[config.mk]
export PLATFORM = sky130hd
export DESIGN_NAME = outagu
export DESIGN_NICKNAME = d
export VERILOG_FILES = /design/src/rtl/outagu_pkg.sv /design/src/rtl/outagu_nestcnt.sv /design/src/rtl/outagu.sv
export SDC_FILE = /design/constraint.sdc
export NUM_CORES = 1
export LEC_CHECK = 0
export ABC_AREA = 1
export BUFFER_PORTS_ARGS = -buffer_cell sky130_fd_sc_hd__buf_2
export CAP_MARGIN = 20
export CORE_UTILIZATION = 60
export CTS_CLUSTER_SIZE = 24
export DETAILED_ROUTE_END_ITERATION = 12
export HOLD_SLACK_MARGIN = 0.02
export PLACE_DENSITY = 0.82
export SYNTH_ARGS = -nofsm -noshare
export SYNTH_HDL_FRONTEND = slang
export SYNTH_SLANG_ARGS = --single-unit
[constraint.sdc]
create_clock -name clk -period 23.2 [get_ports clk]
set_clock_uncertainty 0.2 [all_clocks]
set_input_delay 1.16 -clock clk [delete_from_list [all_inputs] [get_ports clk]]
set_output_delay 1.16 -clock clk [all_outputs]
set_load 0.05 [all_outputs]
[src/rtl/outagu_pkg.sv]
// Shared MVU write-back package: default widths, latched transfer config and FSM states.
package outagu_pkg;

    localparam int unsigned BPREC    = 6;
    localparam int unsigned BDBANKA  = 15;
    localparam int unsigned BDBANKW  = 64;
    localparam int unsigned BWLENGTH = 8;
    localparam int unsigned NLEVELS  = 4;

    typedef struct packed {
        logic [BPREC-1:0]                   prec;
        logic [NLEVELS-1:0][BDBANKA-1:0]    stride;
        logic [NLEVELS-1:0][BWLENGTH-1:0]   length;
        logic [BDBANKA-1:0]                 base;
    } outagu_cfg_t;

    typedef enum logic {
        StIdle,
        StRun
    } outagu_state_e;

endpackage

[src/rtl/outagu_nestcnt.sv]
// Four-level nested loop counter; reports the element-base increment of the next step and
// whether every level has reached its last index.
module outagu_nestcnt
    import outagu_pkg::*;
(
    input  logic                                clk,
    input  logic                                clr,
    input  logic                                i_clear,
    input  logic                                i_step,
    input  logic [NLEVELS-1:0][BWLENGTH-1:0]    i_length,
    input  logic [NLEVELS-1:0][BDBANKA-1:0]     i_stride,
    output logic [BDBANKA-1:0]                  o_incr,
    output logic                                o_last
);

    logic [NLEVELS-1:0][BWLENGTH-1:0] r_cnt;
    logic [NLEVELS-1:0]               w_more;
    logic [NLEVELS-1:0]               w_sel;
    logic [NLEVELS-1:0]               w_low;

    always_comb begin
        for (int k = 0; k < NLEVELS; k++) begin
            w_more[k] = r_cnt[k] < i_length[k];
        end
    end

    // Lowest level that still has iterations left wins; scan downward so it overrides.
    always_comb begin
        w_sel  = '0;
        o_incr = '0;
        for (int k = NLEVELS - 1; k >= 0; k--) begin
            if (w_more[k]) begin
                w_sel    = '0;
                w_sel[k] = 1'b1;
                o_incr   = i_stride[k];
            end
        end
    end

    assign w_low  = w_sel - NLEVELS'(1);
    assign o_last = ~|w_more;

    always_ff @(posedge clk or posedge clr) begin
        if (clr) begin
            r_cnt <= '0;
        end else if (i_clear) begin
            r_cnt <= '0;
        end else if (i_step && !o_last) begin
            for (int k = 0; k < NLEVELS; k++) begin
                if (w_sel[k]) begin
                    r_cnt[k] <= r_cnt[k] + BWLENGTH'(1);
                end else if (w_low[k]) begin
                    r_cnt[k] <= '0;
                end
            end
        end
    end

endmodule

[src/rtl/outagu.sv]
// MVU output address generation unit: bit-serial write-back with 4-level strided addressing.
// Optional OUTAGU_PERF_CNT_EN adds saturating granted-write and stall counters.
module outagu
    import outagu_pkg::*;
(
    input  logic                  clk,
    input  logic                  clr,
    input  logic                  start,
    input  logic [BPREC-1:0]      oprecision,
    input  logic [BDBANKA-1:0]    ostride0,
    input  logic [BDBANKA-1:0]    ostride1,
    input  logic [BDBANKA-1:0]    ostride2,
    input  logic [BDBANKA-1:0]    ostride3,
    input  logic [BWLENGTH-1:0]   olength0,
    input  logic [BWLENGTH-1:0]   olength1,
    input  logic [BWLENGTH-1:0]   olength2,
    input  logic [BWLENGTH-1:0]   olength3,
    input  logic [BDBANKA-1:0]    obaseaddr,
    input  logic                  in_valid,
    input  logic [BDBANKW-1:0]    in_data,
    output logic                  in_ready,
    output logic                  mem_we,
    output logic [BDBANKA-1:0]    mem_addr,
    output logic [BDBANKW-1:0]    mem_wdata,
    input  logic                  mem_grant,
    output logic                  omsb,
    output logic                  busy,
    output logic                  done
`ifdef OUTAGU_PERF_CNT_EN
    ,
    output logic [31:0]           perf_writes,
    output logic [31:0]           perf_stalls
`endif
);

    outagu_state_e        r_state;
    outagu_cfg_t          r_cfg;
    logic [BPREC-1:0]     r_bit;
    logic [BDBANKA-1:0]   r_elem;
    logic                 r_final;
    logic                 r_we;
    logic [BDBANKA-1:0]   r_addr;
    logic [BDBANKW-1:0]   r_wdata;
    logic                 r_msb;
    logic                 r_done;

    logic                 w_accept;
    logic                 w_bit_last;
    logic                 w_step;
    logic                 w_start;
    logic [BDBANKA-1:0]   w_incr;
    logic                 w_last;

    assign busy      = (r_state == StRun);
    assign in_ready  = busy & (~r_we | mem_grant) & ~r_final;
    assign w_accept  = in_valid & in_ready;
    assign w_bit_last = (r_bit == r_cfg.prec - BPREC'(1));
    assign w_step    = w_accept & w_bit_last;
    assign w_start   = start & (r_state == StIdle) & (oprecision != '0);

    assign mem_we    = r_we;
    assign mem_addr  = r_addr;
    assign mem_wdata = r_wdata;
    assign omsb      = r_msb;
    assign done      = r_done;

    outagu_nestcnt u_nestcnt (
        .clk      (clk),
        .clr      (clr),
        .i_clear  (w_start),
        .i_step   (w_step),
        .i_length (r_cfg.length),
        .i_stride (r_cfg.stride),
        .o_incr   (w_incr),
        .o_last   (w_last)
    );

    always_ff @(posedge clk or posedge clr) begin
        if (clr) begin
            r_state <= StIdle;
            r_cfg   <= '0;
            r_bit   <= '0;
            r_elem  <= '0;
            r_final <= 1'b0;
            r_we    <= 1'b0;
            r_addr  <= '0;
            r_wdata <= '0;
            r_msb   <= 1'b0;
            r_done  <= 1'b0;
        end else begin
            r_done <= 1'b0;
            case (r_state)
                StIdle: begin
                    if (w_start) begin
                        r_cfg.prec   <= oprecision;
                        r_cfg.stride <= {ostride3, ostride2, ostride1, ostride0};
                        r_cfg.length <= {olength3, olength2, olength1, olength0};
                        r_cfg.base   <= obaseaddr;
                        r_bit        <= '0;
                        r_elem       <= '0;
                        r_final      <= 1'b0;
                        r_state      <= StRun;
                    end
                end
                StRun: begin
                    if (w_accept) begin
                        r_we    <= 1'b1;
                        r_addr  <= r_cfg.base + r_elem + BDBANKA'(r_bit);
                        r_wdata <= in_data;
                        r_msb   <= (r_bit == '0);
                        if (w_bit_last) begin
                            r_bit <= '0;
                            if (w_last) begin
                                r_final <= 1'b1;
                            end else begin
                                r_elem <= r_elem + w_incr;
                            end
                        end else begin
                            r_bit <= r_bit + BPREC'(1);
                        end
                    end else if (mem_grant) begin
                        r_we <= 1'b0;
                    end
                    // No beat can be accepted once final is pending, so r_we drops here too.
                    if (r_we && mem_grant && r_final) begin
                        r_state <= StIdle;
                        r_done  <= 1'b1;
                        r_final <= 1'b0;
                    end
                end
                default: r_state <= StIdle;
            endcase
        end
    end

`ifdef OUTAGU_PERF_CNT_EN
    logic [31:0] r_perf_writes;
    logic [31:0] r_perf_stalls;

    always_ff @(posedge clk or posedge clr) begin
        if (clr) begin
            r_perf_writes <= '0;
            r_perf_stalls <= '0;
        end else begin
            if (r_we && mem_grant && !(&r_perf_writes)) begin
                r_perf_writes <= r_perf_writes + 32'd1;
            end
            if (r_we && !mem_grant && !(&r_perf_stalls)) begin
                r_perf_stalls <= r_perf_stalls + 32'd1;
            end
        end
    end

    assign perf_writes = r_perf_writes;
    assign perf_stalls = r_perf_stalls;
`endif

endmodule

==> flow_summary_export.csv <==
group,metric,value,unit
run_status,status,"completed",
timing,whs,0.2725,ns
yosys,postSynth.asyncResetShare,100.0,%
power_and_ir_drop,ir_worst_vdd,0.07037,mV
finish,utilization,74.14,%
power_and_ir_drop,leakagePower,8.281,nW
timing,fmax,216.4,MHz
yosys,yosysTopAreaCell,"dfrtp_1",
yosys,synth_ff_type,"dfrtp_1",
die,die_x,147.5,µm
setup_path,cp-end-kind,"flop",
die,die_y,147.5,µm
timing,worstMarginPinSlew,0.9401,ns
finish,nFillCells,1525,
yosys,ys_seq_elements,250,
die,die-area,0.02175,mm²
yosys,avgSynthCellArea,8.306,µm²
setup_path,worstSetupPathType,"flop to flop",
yosys,synthTopCellsByCount,"nand2_1, dfrtp_1, inv_1",
drt,first_iter_violations,707,
yosys,syn_area,0.01270,mm²
setup_path,reg2reg_depth,19,
clock_tree,htree_num_levels,1,
worst_hold_path,holdPathEnd,"mem_wdata[49]$_DFFE_PP0P_",
timing,slew_violations,0,
placement,place_hpwl,21730,µm
placement,dp_slack,18.75,ns
clock_tree,cts_setup_buffers,0,
finish,layoutNonFillerInstCount,2069,
clock_tree,cts_hold_buffers,0,
setup_path,ff2ff_setup_slack,18.58,ns
setup_path,reg2reg_to,"r_elem[14]$_DFFE_PP0P_",
timing,finalSetupTns,0,ns
timing,finalSetupViolCount,0,
clock_tree,cts.sinks,250,
worst_hold_path,min_path_cells,2,
grt,grt.total_usage,29.16,%
clock_tree,cts_made_buffers,28,
setup_path,max_stage_delay,0.61,ns
yosys,yosysWarnings,0,
setup_path,cp_slowest_cell,"nand2_1",
yosys,ys_types,43,
setup_path,path_max_fanout,20,
drt,ant_nets,0,
setup_path,critPathLaunchType,"flop",
yosys,synth_area_leaders,"dfrtp_1, nand2_1, ha_1",
placement,gp_congestion,0.9038,
grt,grt_pass1_wl,51690,µm
timing,fin_ws,18.58,ns
drt,drc_errors,0,
yosys,synth_edf_count,0,
job,maxCapViolations,0,
grt,grt_max_degree,143,
die,start_util,61.97,%
drt,wl,30760,µm
drt,wl_per_cell,14.87,µm
setup_path,worst-endpoint-arrival,4.84,ns
finish,final_nets,2038,
timing,rsz0062_at_grt,"false",
drt,num_vias,11120,
die,boundaryPins,266,
worst_hold_path,hold_start,"mem_wdata[49]$_DFFE_PP0P_",
clock_tree,cts_resized,0,
die,rows,52,
timing,fin_crit,4.621,ns
setup_path,crit_chain,"ha_1, a21oi_1, o21a_1, nand2_1, nand2_1, o22ai_1, a21oi_1, ha_1, inv_1, fa_1, o21ai_0, nand3_1, nand4_1, nand2_1, nand2_1, o21ai_0, nand3b_1, nand3_1, nand2_1",
grt,grt_pass1_vias,10760,
grt,antenna_found_initial,1,
yosys,synth_cells,1529,
setup_path,cp.required,23.41,ns
placement,place.port_buffers,265,
clock_tree,cts_tree,"built",
finish,layout-area-overhead-vs-synth,19.65,%
clock_tree,root_buffer,"clkbuf_16",
yosys,synth.most_common_cell,"nand2_1",
timing,finalCritPeriodShare,19.92,%
clock_tree,clock_latency,0.54,ns
finish,seqCellArea,0.006256,mm²
grt,grt-ovfl-total,0,
timing,final_hold_viol_count,0,
power_and_ir_drop,powerDensity,137.0,mW/mm²
clock_tree,clockBufferDepth,3,
timing,slew_headroom,37.32,%
finish,multi_input_area,0.005838,mm²
setup_path,worst_path_most_repeated_cell,"nand2_1",
yosys,netlist.area_leader.share,49.26,%
yosys,syn_nets,1791,
clock_tree,clk_pin_slew,0.06,ns
drt,vias_per_cell,5.375,
drt,dr.pass1.iters,8,
setup_path,r2r-start,"u_nestcnt.r_cnt[7]$_DFFE_PP0P_",
worst_hold_path,min_path_type,"flop to flop",
finish,drive_gt1_share,20.08,%
die,core,0.02049,mm²
placement,dp.cells,2016,
yosys,synth-seq-area-share,49.26,%
==> worst max-delay path by stage <==
stage / startpoint / cells after the start / slack [ns] / end
final: u_nestcnt.r_cnt[7]$_DFFE_PP0P_ / 19 / 18.58 / r_elem[14]$_DFFE_PP0P_
after global routing: u_nestcnt.r_cnt[7]$_DFFE_PP0P_ / 19 / 18.16 / r_elem[14]$_DFFE_PP0P_
after CTS: u_nestcnt.r_cnt[7]$_DFFE_PP0P_ / 19 / 18.64 / r_elem[14]$_DFFE_PP0P_
after detailed placement: u_nestcnt.r_cnt[7]$_DFFE_PP0P_ / 19 / 18.75 / r_elem[14]$_DFFE_PP0P_
after global placement: u_nestcnt.r_cnt[3]$_DFFE_PP0P_ / 22 / 18.95 / r_elem[14]$_DFFE_PP0P_
after floorplan: clr / 1 / 14.97 / busy$_DFF_PP0_
==> power breakdown <==
| part | internal [mW] | total, mW | switching (mW) |
|---|---|---|---|
| logic | 0.332 | 0.964 | 0.632 |
| clock network | 0.281 | 0.462 | 0.181 |
| registers | 0.565 | 0.656 | 0.0910 |
==> layout make-up <==
type,instances,area share [%]
flip-flops and latches,250,41.17
well taps,270,2.223
repair buffers,271,9.025
inverters,105,2.660
diodes,1,0.01647
clock inverters,14,1.087
multi-input cells,1120,38.42
clock buffers,38,5.394
==> worst max-delay path: cells and delay by family, from the launching register on <==
kind / cells / cell delay (ns)
and+or+nand+nor: 9 / 1.77
AOI/OAI and AO/OA: 6 / 1.13
adders and majority gates: 3 / 0.91
DFF: 1 / 0.42
buffers and inverters: 1 / 0.07
==> per-stage QoR <==
step	power, mW	instance area, µm²
after global routing	2.233	15190
after detailed placement	1.608	14210
after floorplan	1.379	12700
after global placement	1.571	14210
after CTS	2.084	15190
final	2.082	15190
==> cells in the final DEF (no fill, tap or decap), types with 2 or more instances in the layout <==
cell / count
nand2_1: 636
buf_2: 265
dfrtp_1: 250
inv_1: 99
o21ai_0: 72
ha_1: 72
nand3_1: 63
a21oi_1: 59
nor2_1: 45
clkbuf_16: 29
xor2_1: 24
xnor2_1: 19
o21ai_2: 16
o22ai_1: 15
nor3_1: 14
a22oi_1: 13
o21ai_1: 9
fa_1: 8
nand4_1: 7
clkinv_2: 7
nand2_2: 6
a21o_1: 6
clkbuf_8: 6
buf_4: 6
nand2_4: 5
nand3b_1: 5
o21a_1: 4
inv_2: 4
or2_2: 3
clkbuf_1: 3
bufinv_16: 3
nor2_4: 2
o21bai_1: 2
a21boi_0: 2
nor3b_1: 2
and3_1: 2
clkinvlp_4: 2
==> per-layer routing <==
metal / track usage (%) / vias to the layer above / share of wire, %
met2: 48.54 / 408 / 48
met4: 8.866 / 0 / 2.5
met1: 40.09 / 5250 / 43
met5: 0 / - / 0
li1: - / 5397 / -
met3: 3.796 / 66 / 6.4
==> logic make-up (layout without fill, tap and decap cells) <==
logic type	after synthesis	in the layout	synth area share (%)
other cells	0	1	0
simple gates	793	793	25.17
flops	250	250	49.26
xor+xnor	43	43	2.966
compound gates	204	204	9.360
fa+ha+maj	80	80	8.355
buf+inv	159	428	4.887
==> state kept, by name, indices dropped and copies added, names as in the netlist <==
name,count
r_final,1
r_cfg,113
mem_wdata,64
busy,1
mem_we,1
omsb,1
r_elem,15
done,1
u_nestcnt.r_cnt,32
r_bit,6
mem_addr,15
No activity file was read; power rests on OpenSTA's default activity.
